--- src/rtl/sram_port_arbiter.sv ---
// sram_port_arbiter: N-port single-word arbiter serialising timed accesses to the board SRAM.
// Define FIXED_PRIORITY_EN for lowest-index-wins arbitration; round-robin otherwise.
module sram_port_arbiter #(
  parameter int NPORTS       = 2,
  parameter int AW           = 18,
  parameter int DW           = 8,
  parameter int ACCESS_TICKS = 4
) (
  input  logic                 clock_50,
  input  logic                 reset,
  input  logic [NPORTS-1:0]    i_req,
  input  logic [NPORTS-1:0]    i_req_we,
  input  logic [NPORTS*AW-1:0] i_req_addr,
  input  logic [NPORTS*DW-1:0] i_req_wdata,
  output logic [NPORTS-1:0]    o_ack,
  output logic [NPORTS*DW-1:0] o_rdata,
  output logic                 o_busy,
  output logic [AW-1:0]        o_m_addrbus,
  output logic [DW-1:0]        o_m_dq_out,
  output logic                 o_m_dq_oe,
  input  logic [DW-1:0]        i_m_dq_in,
  output logic                 o_m_ce_n,
  output logic                 o_m_oe_n,
  output logic                 o_m_we_n
);
  localparam int PW = NPORTS > 1 ? $clog2(NPORTS) : 1;
  localparam int TW = $clog2(ACCESS_TICKS);
  localparam logic [TW-1:0] TMAX = TW'(ACCESS_TICKS - 1);
  typedef enum logic [1:0] {IDLE, ACCESS, DONE} state_t;
  state_t r_state, w_nstate;
  logic [TW-1:0] r_tick, w_ntick;
  logic [PW-1:0] r_g, w_gnt;
  logic r_we, w_nwe;
  logic [AW-1:0] r_addr;
  logic [DW-1:0] r_wdata;
  logic [NPORTS*DW-1:0] r_rdata;
  logic [NPORTS-1:0] r_ack;
  logic r_busy, r_ce_n, r_oe_n, r_we_n, r_dq_oe;
`ifdef FIXED_PRIORITY_EN
  always_comb begin
    w_gnt = '0;
    for (int k = NPORTS - 1; k >= 0; k--) if (i_req[k]) w_gnt = PW'(k);
  end
`else
  logic [PW-1:0] r_rr_ptr;
  logic w_hit;
  // Two passes give the search order rr_ptr+1 .. NPORTS-1, then 0 .. rr_ptr.
  always_comb begin
    w_gnt = r_rr_ptr;
    w_hit = 1'b0;
    for (int k = 0; k < NPORTS; k++)
      if (!w_hit && i_req[k] && k > int'(r_rr_ptr)) begin
        w_gnt = PW'(k);
        w_hit = 1'b1;
      end
    for (int k = 0; k < NPORTS; k++)
      if (!w_hit && i_req[k] && k <= int'(r_rr_ptr)) begin
        w_gnt = PW'(k);
        w_hit = 1'b1;
      end
  end
  always_ff @(posedge clock_50 or negedge reset)
    if (!reset) r_rr_ptr <= PW'(NPORTS - 1);
    else if (r_state == DONE) r_rr_ptr <= r_g;
`endif
  always_ff @(posedge clock_50 or negedge reset)
    if (!reset) r_state <= IDLE;
    else r_state <= w_nstate;
  always_comb begin
    w_nstate = IDLE;
    w_ntick = r_tick - 1'b1;
    w_nwe = r_we;
    if (r_state == IDLE) begin
      w_nstate = |i_req ? ACCESS : IDLE;
      w_ntick = TMAX;
      w_nwe = i_req_we[w_gnt];
    end else if (r_state == ACCESS) w_nstate = r_tick == '0 ? DONE : ACCESS;
  end
  // Strobes are registered from the next-state view so the SRAM pins never glitch.
  always_ff @(posedge clock_50 or negedge reset)
    if (!reset) begin
      r_tick <= '0;
      r_g <= '0;
      r_we <= 1'b0;
      r_addr <= '0;
      r_wdata <= '0;
      r_rdata <= '0;
      r_ack <= '0;
      r_busy <= 1'b0;
      r_ce_n <= 1'b1;
      r_oe_n <= 1'b1;
      r_we_n <= 1'b1;
      r_dq_oe <= 1'b0;
    end else begin
      r_tick <= w_ntick;
      r_we <= w_nwe;
      if (r_state == IDLE && |i_req) begin
        r_g <= w_gnt;
        r_addr <= i_req_addr[w_gnt*AW +: AW];
        r_wdata <= i_req_wdata[w_gnt*DW +: DW];
      end
      if (r_state == ACCESS && r_tick == '0 && !r_we) r_rdata[r_g*DW +: DW] <= i_m_dq_in;
      r_ack <= w_nstate == DONE ? NPORTS'(1) << r_g : '0;
      r_busy <= w_nstate != IDLE;
      r_ce_n <= w_nstate != ACCESS;
      r_oe_n <= !(w_nstate == ACCESS && !w_nwe);
      r_dq_oe <= w_nstate == ACCESS && w_nwe;
      r_we_n <= !(w_nstate == ACCESS && w_nwe && w_ntick != TMAX && w_ntick != '0);
    end
  assign o_ack = r_ack;
  assign o_rdata = r_rdata;
  assign o_busy = r_busy;
  assign o_m_addrbus = r_addr;
  assign o_m_dq_out = r_wdata;
  assign o_m_dq_oe = r_dq_oe;
  assign o_m_ce_n = r_ce_n;
  assign o_m_oe_n = r_oe_n;
  assign o_m_we_n = r_we_n;
endmodule

--- config.mk ---
export PLATFORM = sky130hd
export DESIGN_NAME = sram_port_arbiter
export DESIGN_NICKNAME = d
export VERILOG_FILES = /design/src/rtl/sram_port_arbiter.sv
export SDC_FILE = /design/constraint.sdc
export NUM_CORES = 1
export LEC_CHECK = 0
export CELL_PAD_IN_SITES_DETAIL_PLACEMENT = 1
export CELL_PAD_IN_SITES_GLOBAL_PLACEMENT = 2
export CORE_UTILIZATION = 27
export DETAILED_ROUTE_END_ITERATION = 12
export HOLD_SLACK_MARGIN = 0.08
export PLACE_DENSITY = 0.95
export SLEW_MARGIN = 40
export SYNTH_ARGS = -nofsm -noshare
export SYNTH_HDL_FRONTEND = slang
export SYNTH_SLANG_ARGS = --single-unit
--- constraint.sdc ---
create_clock -name clock_50 -period 4.63 [get_ports clock_50]
set_clock_uncertainty 0.05 [all_clocks]
set_input_delay 0.926 -clock clock_50 [delete_from_list [all_inputs] [get_ports clock_50]]
set_output_delay 0.926 -clock clock_50 [all_outputs]
set_load 0.02 [all_outputs]
==> run_results.csv <==
group,metric,value,unit
cells_and_area,seqCellArea,1410,sq um
cells_and_area,final_cells,446,
grt,grt_overflow_total,0,
place,place_ws,1.84,ns
clock_tree,root_buffer,"clkbuf_8",
floorplanning,core_area,9200,sq um
place,gp_congestion,0.735,
sta,hold_viol_final,0,
critical_path,crit_slowest_cell,"clkdlybuf4s50_1",
sta,min_period,2.42,ns
power,powerDensity,665,nW/um^2
floorplanning,start_util,27.8,%
sta,setup_ws,2.21,ns
synth,ys_warn_count,0,
drt,ant_nets,0,
cells_and_area,nets,401,
critical_path,timing.critical_path.buf_inv,1,
synth,synth.distinct_cells,34,
critical_path,cp_top_family,"buffers and inverters",
drt,routedWlPerCell,17.6,um
drt,drt_wl_total,7850,um
synth,synthFlopType,"dfrtp_1",
place,dp_cells,438,
clock_tree,htree_levels,2,
cells_and_area,drive_gt1_share,12.5,%
floorplanning,die_w,99.3,um
status,outcome,"completed",
power,power.leakage,1.54,nW
synth,seq_area_frac_synth,55.0,%
critical_path,cp.arrival,1.44,ns
floorplanning,num_rows,35,
power,switchingPower,1.02,mW
sta,min_period_over_period,52.2,%
critical_path,cp_num_cells,1,
power,intPower,1.54,mW
sta,worst_pin_slew,0.718,ns
clock_tree,cts_hold_buf,0,
critical_path,cp_max_fo,1,
clock_tree,cts.sink_count,56,
power,clockPowerShare,11.5,%
synth,postSynthCellCount,230,
drt,dr_total_vias,2306,
clock_tree,clk_latency,0.31,ns
power,sw_frac_of_total,39.8,%
drt,firstDrtPassIters,4,
clock_tree,cts_inserted_buffers,5,
grt,grt_usage,16.3,%
clock_tree,post_cts_resized,0,
clock_tree,clockBufferDepth,2,
sta,maxSlewViolCount,0,
sta,fin_setup_tns,0,ns
place,io_buffers,114,
critical_path,worstSetupPathType,"reg2out",
clock_tree,tritoncts,"yes",
cells_and_area,fillers,1029,
grt,grt_pass1_vias,2492,
sta,setup_violations,0,
synth,syn-num-nets,297,
clock_tree,path_clk_slew,0.10,ns
cells_and_area,syn2layout_area_growth,50.3,%
floorplanning,ios,115,
floorplanning,dieArea,9860,sq um
cells_and_area,multi_input_area,1020,sq um
critical_path,crit_required,3.65,ns
drt,drtIter0Drc,46,
critical_path,path_cells,"clkdlybuf4s50_1",
grt,antenna_found_initial,0,
synth,synth-edff-count,0,
critical_path,cp-start-kind,"flop",
power,p_seq_share,34.9,%
synth,synthArstFlopShare,100,%
grt,grt_max_degree,57,
critical_path,end_kind,"primary output",
sta,max-slew-margin-rel,52.1,%
sta,fmax,0.414,GHz
drt,drc,0,
drt,via_per_inst,5.17,
synth,ys_seq_elements,56,
critical_path,slowest_delay,0.60,ns
flow_run,drv_cap,0,
sta,rsz0062_at_grt,"false",
power,combinationalPowerShare,53.6,%
synth,syn_area_per_cell,11.1,sq um
grt,grt_pass1_wl,12800,um
floorplanning,die_h,99.3,um
critical_path,reg2reg_depth,3,
synth,synth_area,2550,sq um
place,hpwlAfterDp,5620,um
power,ir_worst_vdd,244,uV
clock_tree,cts_setup_buffers,0,
worst_hold_path,hold_depth,1,
cells_and_area,num_antenna_cells,0,
worst_hold_path,hp-class,"reg2reg",
## worst paths after layout
kind	slack [ns]	to	from
worst max-delay path	2.21	o_m_oe_n	o_m_oe_n$_DFF_PN1_
worst min-delay path	0.46	o_rdata[12]$_DFFE_PN0P_	o_rdata[12]$_DFFE_PN0P_
worst max register to register	2.58	r_g$_DFFE_PN0P_	r_state[0]$_DFF_PN0_
worst min register to register	0.46	o_rdata[12]$_DFFE_PN0P_	o_rdata[12]$_DFFE_PN0P_
max in group asynchronous	3.34	o_ack[0]$_DFF_PN0_	reset
min in group asynchronous	0.68	o_m_dq_out[7]$_DFFE_PN0P_	reset
## per-stage QoR
stage               power [mW]  hold slack, ns  area (sq um)  util, %
detailed placement        2.28           0.444          3740     40.7
floorplan                 1.66           0.428          2550        -
global route              2.72           0.487          3840     41.8
CTS                       2.58           0.468          3840     41.7
finish                    2.55           0.462          3840     41.8
global placement          2.23           0.439          3730     40.6
## power groups by stage
stage	Sequential [mW]	Clock, mW	Combinational [mW]
2_1_floorplan	1.12	0	0.539
3_3_place_gp	0.890	0	1.34
3_5_place_dp	0.902	0	1.38
4_1_cts	0.894	0.303	1.39
5_1_grt	0.927	0.319	1.47
6_report	0.891	0.293	1.37
## registers in the layout, indices dropped and copies added, names as in the netlist, 2 cells and up
register and flops:
o_ack 2, o_m_addrbus 18, o_m_dq_out 8, o_rdata 16
r_state 2, r_tick 2
## layer usage
layer	vias up	wire length [um]	global-route usage, %
met5	-	0	0
met4	0	99	4.41
met3	10	549	4.29
met2	91	3850	28.8
met1	1154	3350	19.7
li1	1051	-	-
## synth_stat cells (all sizes together) (3+ instances only)
cell | instances | share of area (%)
dfrtp | 52 | 51
o21ai | 29 | 5.7
a31oi | 27 | 7.1
nand3 | 27 | 5.3
a21oi | 26 | 5.1
mux2 | 18 | 9.3
buf | 12 | 3.6
clkbuf | 8 | 1.3
dfstp | 4 | 4.1
and2 | 3 | 0.83
inv | 3 | 0.44
nor2 | 3 | 0.44
or2 | 3 | 0.73
## kinds of logic after synthesis
| family | count (synthesis) | share of synthesized area (%) |
|---|---|---|
| AO/OA/AOI/OAI | 84 | 18.5 |
| XOR/XNOR | 1 | 0.343 |
| adder cells (fa/ha/maj) | 1 | 0.490 |
| buffers and inverters | 23 | 5.29 |
| flip-flops | 56 | 55.0 |
| multiplexers | 18 | 9.26 |
| AND/OR/NAND/NOR | 47 | 11.1 |
## final cells by class
cell class / count / share of cell area, %
inverter: 3 / 0.293
tap: 111 / 3.62
sequential: 56 / 36.6
multi-input combinational: 151 / 26.7
timing repair buffer: 117 / 30.2
clock buffer: 8 / 2.61
## placed cells by master (no fill, tap or decap), types with 2 or more instances in the layout
cell type / Yosys / routed
nand4_1: 2 / 2
a21oi_1: 26 / 26
inv_1: 3 / 3
dfrtp_1: 52 / 52
a31oi_2: 2 / 2
mux2_2: 9 / 9
dfstp_2: 4 / 4
clkdlybuf4s50_1: 0 / 113
or2_1: 2 / 2
clkbuf_8: 0 / 7
o21ai_0: 27 / 27
nand3_1: 27 / 27
a31oi_1: 25 / 25
buf_4: 0 / 3
nor2_1: 3 / 2
o21ai_1: 2 / 2
mux2_4: 9 / 9
(Power assumes the default switching activity.)
